$ cat src/rtl/serial_adder_ctrl_if.sv
// Operand/result handshake bundle for serial_adder_ctrl.
// The sub field exists only when SERIAL_ADDER_SUB_EN is defined.
interface serial_adder_ctrl_if #(
   parameter int unsigned WIDTH = 8
);
   logic             in_valid;
   logic             in_ready;
   logic [WIDTH-1:0] a;
   logic [WIDTH-1:0] b;
`ifdef SERIAL_ADDER_SUB_EN
   logic             sub;
`endif
   logic             out_valid;
   logic             out_ready;
   logic [WIDTH-1:0] sum;
   logic             cout;

   // Requester/consumer side
   modport master (
`ifdef SERIAL_ADDER_SUB_EN
      output sub,
`endif
      output in_valid, a, b, out_ready,
      input  in_ready, out_valid, sum, cout
   );

   // Adder controller side
   modport slave (
`ifdef SERIAL_ADDER_SUB_EN
      input  sub,
`endif
      input  in_valid, a, b, out_ready,
      output in_ready, out_valid, sum, cout
   );
endinterface

$ cat src/rtl/serial_adder_ctrl.sv
// Bit-serial adder controller: one shared 1-bit slice, LSB-first, one bit per clock.
// Optional subtract mode (A-B, cout = no-borrow) under `define SERIAL_ADDER_SUB_EN.
module serial_adder_ctrl #(
   parameter int unsigned WIDTH = 8
) (
   input  logic              clk,
   input  logic              rst,
   serial_adder_ctrl_if.slave bus,
   output logic              busy
);
   localparam int unsigned CNT_W = (WIDTH > 1) ? $clog2(WIDTH) : 1;
   localparam logic [CNT_W-1:0] LAST_BIT = CNT_W'(WIDTH - 1);

   typedef enum logic [1:0] {
      IDLE = 2'd0,
      RUN  = 2'd1,
      DONE = 2'd2
   } state_t;

   state_t           state;
   logic [WIDTH-1:0] a_sh;
   logic [WIDTH-1:0] b_sh;
   logic [WIDTH-1:0] res_sh;
   logic [WIDTH-1:0] sum_q;
   logic [CNT_W-1:0] cnt;
   logic             carry;
   logic             cout_q;
   logic             in_ready_q;
   logic             out_valid_q;

   // Shared 1-bit slice: two half-adder stages plus carry OR
   logic ha0_s, ha0_c, ha1_s, ha1_c;
   logic slice_s, slice_c;

   assign ha0_s   = a_sh[0] ^ b_sh[0];
   assign ha0_c   = a_sh[0] & b_sh[0];
   assign ha1_s   = ha0_s ^ carry;
   assign ha1_c   = ha0_s & carry;
   assign slice_s = ha1_s;
   assign slice_c = ha0_c | ha1_c;

   // Subtract is A + ~B + 1, so only the B image and the initial carry change
   logic [WIDTH-1:0] b_load;
   logic             c_init;
`ifdef SERIAL_ADDER_SUB_EN
   assign b_load = bus.sub ? ~bus.b : bus.b;
   assign c_init = bus.sub;
`else
   assign b_load = bus.b;
   assign c_init = 1'b0;
`endif

   logic [WIDTH-1:0] res_next;
   assign res_next = {slice_s, res_sh[WIDTH-1:1]};

   always_ff @(posedge clk) begin
      if (rst) begin
         state       <= IDLE;
         in_ready_q  <= 1'b1;
         out_valid_q <= 1'b0;
         busy        <= 1'b0;
         sum_q       <= '0;
         cout_q      <= 1'b0;
         cnt         <= '0;
         carry       <= 1'b0;
         a_sh        <= '0;
         b_sh        <= '0;
         res_sh      <= '0;
      end else begin
         case (state)
            IDLE: begin
               if (bus.in_valid) begin
                  a_sh       <= bus.a;
                  b_sh       <= b_load;
                  carry      <= c_init;
                  cnt        <= '0;
                  in_ready_q <= 1'b0;
                  busy       <= 1'b1;
                  state      <= RUN;
               end
            end
            RUN: begin
               carry  <= slice_c;
               a_sh   <= {1'b0, a_sh[WIDTH-1:1]};
               b_sh   <= {1'b0, b_sh[WIDTH-1:1]};
               res_sh <= res_next;
               cnt    <= cnt + CNT_W'(1);
               // Publish only the complete word so partial sums never leak out
               if (cnt == LAST_BIT) begin
                  sum_q       <= res_next;
                  cout_q      <= slice_c;
                  out_valid_q <= 1'b1;
                  state       <= DONE;
               end
            end
            DONE: begin
               if (bus.out_ready) begin
                  out_valid_q <= 1'b0;
                  busy        <= 1'b0;
                  in_ready_q  <= 1'b1;
                  state       <= IDLE;
               end
            end
            default: begin
               out_valid_q <= 1'b0;
               busy        <= 1'b0;
               in_ready_q  <= 1'b1;
               state       <= IDLE;
            end
         endcase
      end
   end

   assign bus.in_ready  = in_ready_q;
   assign bus.out_valid = out_valid_q;
   assign bus.sum       = sum_q;
   assign bus.cout      = cout_q;
endmodule

$ cat src/flat_wrapper.sv
// flat-port wrapper written by rule: the top's interface ports become plain ports
module serial_adder_ctrl_flat 
#(
   parameter int unsigned WIDTH = 8
)
  (clk, rst, busy, bus_in_valid, bus_a, bus_b, bus_out_ready, bus_in_ready, bus_out_valid, bus_sum, bus_cout);
  serial_adder_ctrl_if #(.WIDTH(WIDTH)) bus_i ();
  input  logic clk;
  input  logic rst;
  output logic busy;
  input wire logic [$bits(bus_i.in_valid)-1:0] bus_in_valid;
  input wire logic [$bits(bus_i.a)-1:0] bus_a;
  input wire logic [$bits(bus_i.b)-1:0] bus_b;
  input wire logic [$bits(bus_i.out_ready)-1:0] bus_out_ready;
  output wire logic [$bits(bus_i.in_ready)-1:0] bus_in_ready;
  output wire logic [$bits(bus_i.out_valid)-1:0] bus_out_valid;
  output wire logic [$bits(bus_i.sum)-1:0] bus_sum;
  output wire logic [$bits(bus_i.cout)-1:0] bus_cout;
  assign bus_i.in_valid = bus_in_valid;
  assign bus_i.a = bus_a;
  assign bus_i.b = bus_b;
  assign bus_i.out_ready = bus_out_ready;
  assign bus_in_ready = bus_i.in_ready;
  assign bus_out_valid = bus_i.out_valid;
  assign bus_sum = bus_i.sum;
  assign bus_cout = bus_i.cout;
  serial_adder_ctrl #(.WIDTH(WIDTH)) u_core (.clk(clk), .rst(rst), .bus(bus_i), .busy(busy));
endmodule
$ cat config.mk
export PLATFORM = sky130hd
export DESIGN_NAME = serial_adder_ctrl_flat
export DESIGN_NICKNAME = d
export VERILOG_FILES = /design/src/rtl/serial_adder_ctrl_if.sv /design/src/rtl/serial_adder_ctrl.sv /design/src/flat_wrapper.sv
export SDC_FILE = /design/constraint.sdc
export NUM_CORES = 1
export LEC_CHECK = 0
export CAP_MARGIN = 20
export CORE_UTILIZATION = 54
export CTS_CLUSTER_DIAMETER = 50
export DETAILED_ROUTE_END_ITERATION = 12
export PLACE_DENSITY = 0.82
export SYNTH_ARGS = -nofsm -noshare
export SYNTH_HDL_FRONTEND = slang
export SYNTH_SLANG_ARGS = --single-unit
$ cat constraint.sdc
create_clock -name clk -period 2.3 [get_ports clk]
set_input_delay 0.23 -clock clk [delete_from_list [all_inputs] [get_ports clk]]
set_output_delay 0.23 -clock clk [all_outputs]
set_load 0.02 [all_outputs]
==> run summary, run 1 <==
Syn Area/Cell -> 9.04 um^2
Hold slack -> 0.456 ns
# clock sinks -> 41
Arr. time, crit path -> 1.86 ns
Hold endpoint -> u_core.b_sh[7]$_SDFFE_PP0P_
Initial antenna violation count -> 0
Inserted Clock Buffers -> 5
Floorplan die width -> 58.0 um
Post-Layout Inst Area -> 2060 um^2
FMAX -> 619 MHz
Antenna Nets Post-Route -> 0
Gpl congestion -> 0.747
Clock tree buffer depth -> 2
Critical path peak fanout -> 12
Final std cells w/o fill -> 246
Grt peak-use layer -> met2
Reg2Reg Capture Point -> u_core.bus.sum[1]$_SDFFE_PP0P_
Post-CTS Resized -> 0
M2 GR Usage -> 0.356
CTS Hold Bufs -> 0
# nets final -> 237
Hold path depth -> 3
Post-route minimum period -> 1.62 ns
Failing checks -> design-rule violations
Hold crit path type -> in -> reg
Worst skew pair latency -> 0.35 ns
Final Skew -> 0.00975 ns
Syn Inst Count -> 187
R2r startpoint -> u_core.cnt[0]$_SDFFE_PP0P_
M1 GR Usage -> 0.269
Number of setup buffers added after CTS -> 0
Hold Vio Cnt, Final -> 0
Sequential share of the synthesized area -> 0.486
Routed WL -> 3.36 mm
Slew HR -> 0.601
CTS tree -> built
Post-Syn Area -> 1690 um^2
DIE HEIGHT -> 58.0 um
R2R cell count -> 5
Total of max-cap violations -> 0
DIE AREA -> 3360 um^2
Root buf cell -> clkbuf_4
# IOs -> 32
Final worst path period share -> 0.702
Critical setup path kind -> reg -> reg
# setup viols final -> 0
DR pass1 iterations -> 9
Met3 Usage GRT -> 0.0603
Slowest cell on crit path -> ha_1
GRT Util Overall -> 0.218
Largest net degree at the start of global routing -> 35
Detailed Place HPWL -> 2.26 mm
RSZ-0062 raised after global routing -> false
Slew @ Worst Pin -> 0.598 ns
Initial Util -> 0.593
Max Slew Vio Count -> 0
Buffers on Ports -> 31
Status -> finished, violations left
Layout cells sized above 1 -> 0.0930
Yosys reg bits -> 41
Final setup TNS -> 0 ns
Count of cell types in the netlist -> 32
Core area -> 2850 um^2
Worst path most repeated cell -> ha_1
Synthesized net count -> 210
First-pass GRT wire length -> 5.55 mm
HP Start -> bus_b[7]
Row cnt -> 19
Placed instance area -> 1980 um^2
CP Launch Type -> flop
Critical Path Max Stage Delay -> 0.44 ns
Crit. End Element -> flop
Clock-pin slew on the worst setup and hold paths -> 0.12 ns
Drt wl/cell -> 13.7 um
# DRC -> 2
Crit-path cells -> ha_1 -> ha_1 -> nand3b_2 -> nand2_1 -> a21oi_1
Fillers -> 224
Vias per Instance -> 5.68
R2r setup slk -> 0.68 ns
Antenna cells -> 0
Grt ovf -> 0
Vias in the first global route -> 1323
Pleak -> 0.000745 uW
Vias -> 1398
PwrDens -> 687 nW/um^2
Syn-to-layout area delta -> 21.9%
Synth warn -> 0
Req. time, crit path -> 2.55 ns
DRT iter0 DRCs -> 50
Placed cell count -> 238
CTS H-Tree Depth -> 2
Peak VDD IR -> 0.374 mV
-- final cells by class --
cell class	count	area, um^2	share of cell area
Sequential cell	41	821	0.398
Multi-Input combinational cell	116	723	0.351
Timing Repair Buffer	34	333	0.162
Inverter	16	60.1	0.0291
Clock buffer	7	55.1	0.0267
Tap cell	31	38.8	0.0188
Clock inverter	1	30.0	0.0146
-- cell usage in the layout, fill, tap and decap left out, drive strengths merged, types with 2 or more instances in the layout --
master         instances
a21oi                 35
a22oi                  3
buf                    3
clkbuf                 7
clkdlybuf4s50         31
dfxtp                 41
ha                     2
inv                   16
nand2                 23
nand2b                 3
nand3                  9
nand3b                 3
nor2                   8
nor2b                  3
o21ai                  2
o21bai                 3
o221a                 14
-- worst max path at each step --
stage	cells past startpoint	slack, ns	start	to
after global routing	5	0.54	u_core.cnt[0]$_SDFFE_PP0P_	u_core.bus.sum[0]$_SDFFE_PP0P_
after CTS	5	0.68	u_core.cnt[0]$_SDFFE_PP0P_	u_core.bus.sum[1]$_SDFFE_PP0P_
final	5	0.68	u_core.cnt[0]$_SDFFE_PP0P_	u_core.bus.sum[1]$_SDFFE_PP0P_
after detailed placement	4	0.61	bus_in_valid	u_core.a_sh[3]$_SDFFE_PP0P_
after global placement	4	0.67	bus_in_valid	u_core.a_sh[0]$_SDFFE_PP0P_
after floorplan	6	1.02	u_core.cnt[0]$_SDFFE_PP0P_	u_core.state[0]$_SDFFE_PP0P_
-- critical path, delay by kind of cell, from the launching register on --
| family | cells | cell delay (ns) |
|---|---|---|
| AOI/OAI and AO/OA | 1 | 0.07 |
| DFF | 1 | 0.38 |
| and+or+nand+nor | 2 | 0.46 |
| adders and majority gates | 2 | 0.60 |
-- state kept, by name (all words and copies together) (netlist names) --
register and cells:
u_core.cnt 3, u_core.bus.cout 1, u_core.state 2, u_core.carry 1, u_core.res_sh 7, u_core.bus.out_valid 1, u_core.bus.sum 8, u_core.busy 1
u_core.a_sh 8, u_core.b_sh 8, u_core.bus.in_ready 1
-- report_power, final --
part           total (uW)  switching [uW]  internal (uW)
Sequential            768            24.5            744
Combinational         158            75.5           82.4
Clock                 490             230            260
Total                1420             330           1090
-- through the flow --
stage	power [uW]	setup WS, ns	utilization
after floorplan	885	1.02	-
after global placement	933	0.668	0.693
after detailed placement	940	0.612	0.693
after CTS	1420	0.676	0.722
after global routing	1470	0.542	0.722
final	1420	0.685	0.722
-- cells in the mapped netlist --
cell type / count / share of area
a211oi_1: 1 / 0.0044
a21o_1: 1 / 0.0044
a21oi_1: 35 / 0.10
a22oi_1: 3 / 0.013
buf_1: 2 / 0.0044
buf_2: 2 / 0.0059
buf_4: 3 / 0.013
buf_6: 3 / 0.020
clkbuf_1: 4 / 0.0089
dfxtp_1: 41 / 0.49
fa_1: 1 / 0.012
ha_1: 2 / 0.015
inv_1: 16 / 0.036
mux2i_1: 1 / 0.0059
nand2_1: 23 / 0.051
nand2b_1: 2 / 0.0074
nand2b_2: 1 / 0.0052
nand3_1: 9 / 0.027
nand3b_1: 2 / 0.0089
nand3b_2: 1 / 0.0067
nor2_1: 7 / 0.016
nor2_2: 1 / 0.0037
nor2b_1: 2 / 0.0074
nor2b_2: 1 / 0.0052
nor3_1: 1 / 0.0030
o21ai_0: 2 / 0.0059
o21bai_1: 3 / 0.013
o221a_1: 10 / 0.067
o221a_2: 4 / 0.027
o32a_1: 1 / 0.0059
or2_2: 1 / 0.0037
or3b_1: 1 / 0.0052
-- metal layers --
metal  share of wire  up-vias
met1            0.46      663
li1                -      699
met5               0        -
met3           0.046        7
met4           0.015        0
met2            0.48       29
-- cells by family (layout without fill, tap and decap cells) --
family | Yosys count | count (layout) | share of synthesized area
simple gates | 52 | 52 | 0.150
buf+inv | 30 | 58 | 0.0881
mux | 1 | 1 | 0.00592
fa+ha+maj | 3 | 3 | 0.0266
compound gates | 60 | 60 | 0.244
flops | 41 | 41 | 0.486
Power figures use the tool's default switching activity.
==> inputs of run 2 (changes only) <==
CORE_UTILIZATION = 51   (was 54)
PLACE_DENSITY = 0.78   (was 0.82)
clock period = 1.6 ns   (was 2.3 ns; I/O delays follow)
==> run summary, run 2 (synthesis gave the netlist of run 1 again) <==
Status -> completed
Buffers on Ports -> 31 (unchanged)
R2r setup slk -> 0.15 ns (-0.53 ns)
Placed instance area -> 2030 um^2 (+2.9%)
Buf+Inv Stages, Crit Path -> 1 (+1)
Largest net degree at the start of global routing -> 42 (+20%)
Vias -> 1405 (+0.50%)
Syn-to-layout area delta -> 24.4%
Antenna Nets Post-Route -> 0 (unchanged)
Core area -> 3100 um^2 (+8.8%)
Slowest cell on crit path -> clkdlybuf4s50_1
Layout cells sized above 1 -> 0.106 (+0.0130)
Final core utilization -> 0.677 (-0.0449)
First-pass GRT wire length -> 5.64 mm (+1.6%)
Critical setup path kind -> reg -> out
Vias per Instance -> 5.38 (-5.3%)
Critical Path Max Stage Delay -> 0.62 ns (+0.18 ns)
Fillers -> 291 (+30%)
Floorplan die width -> 59.6 um (+2.8%)
R2R cell count -> 3 (-2)
Post-route minimum period -> 1.50 ns
Slew HR -> 0.598 (-0.00348)
Gpl congestion -> 0.746 (-0.17%)
CP Launch Type -> flop
Worst skew pair latency -> 0.35 ns (about the same)
Peak VDD IR -> 0.457 mV (+22%)
Most frequent cells in the layout -> dfxtp_1 (41), a21oi_1 (35), clkdlybuf4s50_1 (31)
Reg2Reg Capture Point -> u_core.a_sh[1]$_SDFFE_PP0P_
Initial antenna violation count -> 0 (unchanged)
Area of the multi-input gates -> 723 um^2 (unchanged)
Arr. time, crit path -> 1.34 ns (-0.52 ns)
Most common cell after layout, fill and taps aside -> dfxtp_1
Max Slew Vio Count -> 0 (unchanged)
Total of max-cap violations -> 0 (unchanged)
Initial Util -> 0.545 (-0.0478)
Antenna cells -> 0 (unchanged)
PwrDens -> 913 nW/um^2 (+33%)
DRT iter0 DRCs -> 46 (-8.0%)
Post-route setup slack -> 0.0958 ns (-0.589 ns)
Pre-CTS setup slack -> -0.0392 ns (-0.651 ns)
Grt ovf -> 0 (unchanged)
Row cnt -> 20 (+1)
FMAX -> 665 MHz
Pleak -> 0.000760 uW (+2.0%)
CTS Hold Bufs -> 0 (unchanged)
Crit. End Element -> primary output
CP top delay family -> buffers and inverters
Hold path depth -> 3 (unchanged)
Inserted Clock Buffers -> 5 (unchanged)
Root buf cell -> clkbuf_4
Post-CTS Resized -> 0 (unchanged)
Routed WL -> 3.30 mm (-1.7%)
Post-Layout Inst Area -> 2100 um^2 (+2.0%)
DR pass1 iterations -> 4 (-5)
GRT Util Overall -> 0.215 (-0.00319)
R2r startpoint -> u_core.state[0]$_SDFFE_PP0P_
Clock-pin slew on the worst setup and hold paths -> 0.11 ns (about the same)
# nets final -> 239 (+0.84%)
Detailed Place HPWL -> 2.23 mm (-1.4%)
CTS tree -> built
# IOs -> 32 (unchanged)
Hold crit path type -> in -> reg
RSZ-0062 raised after global routing -> false
Clock tree buffer depth -> 2 (unchanged)
Hold endpoint -> u_core.a_sh[7]$_SDFFE_PP0P_
Critical path peak fanout -> 3 (-9)
Number of setup buffers added after CTS -> 0 (unchanged)
Hold Vio Cnt, Final -> 0 (unchanged)
DIE AREA -> 3550 um^2 (+5.7%)
DIE HEIGHT -> 59.6 um (+2.8%)
Drt wl/cell -> 12.7 um (-7.4%)
# clock sinks -> 41 (unchanged)
Vias in the first global route -> 1370 (+3.6%)
CTS H-Tree Depth -> 2 (unchanged)
Final worst path period share -> 0.940
Crit-path cells -> clkdlybuf4s50_1
# DRC -> 0 (-2)
HP Start -> bus_a[7]
Final Skew -> 0.00490 ns (-0.00485 ns)
Slew @ Worst Pin -> 0.603 ns (+0.00521 ns)
Storage cell area -> 821 um^2 (unchanged)
Req. time, crit path -> 1.44 ns (-1.11 ns)
# setup viols final -> 0 (unchanged)
[run 2: worst min-delay path, cell delays in order]
cell             delay [ns]
clkdlybuf4s50_1        0.40
nand3b_1               0.08
a21oi_1                0.06
[run 2: worst max path at each step]
stage                                      from                      endpoint  slack [ns]  cells past startpoint
2_1_floorplan        u_core.cnt[0]$_SDFFE_PP0P_  u_core.state[0]$_SDFFE_PP0P_        0.32                      6
3_3_place_gp                       bus_in_valid   u_core.a_sh[0]$_SDFFE_PP0P_        0.07                      4
3_5_place_dp                       bus_in_valid   u_core.a_sh[3]$_SDFFE_PP0P_       -0.04                      4
4_1_cts        u_core.bus.in_ready$_SDFFE_PP1P_                  bus_in_ready        0.09                      1
5_1_grt            u_core.state[0]$_SDFFE_PP0P_   u_core.a_sh[3]$_SDFFE_PP0P_        0.02                      3
6_report               u_core.busy$_SDFFE_PP0P_                          busy         0.1                      1
[run 2: report_power, final]
group          total [uW]  internal [uW]  switching (uW)  leakage [uW]
combinational         241            129             112      0.000383
sequential           1100           1070            33.2      0.000336
clock                 577            255             322     0.0000413
[run 2: routing by layer]
metal / part of all wire / global-route usage
met1: 0.47 / 0.248
met2: 0.48 / 0.368
met3: 0.038 / 0.0524
met4: 0.019 / 0.110
met5: 0 / 0
[run 2: final cells by class]
cell class,instances,share of cell area
Sequential cell,41,0.390
Multi-Input combinational cell,116,0.344
Timing Repair Buffer,36,0.177
Clock buffer,7,0.0310
Inverter,16,0.0286
Tap cell,44,0.0262
Clock inverter,1,0.00238
[run 2: metrics by stage]
stage	hold slack, ns	total power (uW)	TNS, ns	std cells
floorplan	0.320	1270	0	187
global placement	0.443	1350	0	253
detailed placement	0.448	1370	-0.385	253
CTS	0.381	1940	0	261
global route	0.411	2010	0	261
finish	0.384	1920	0	261
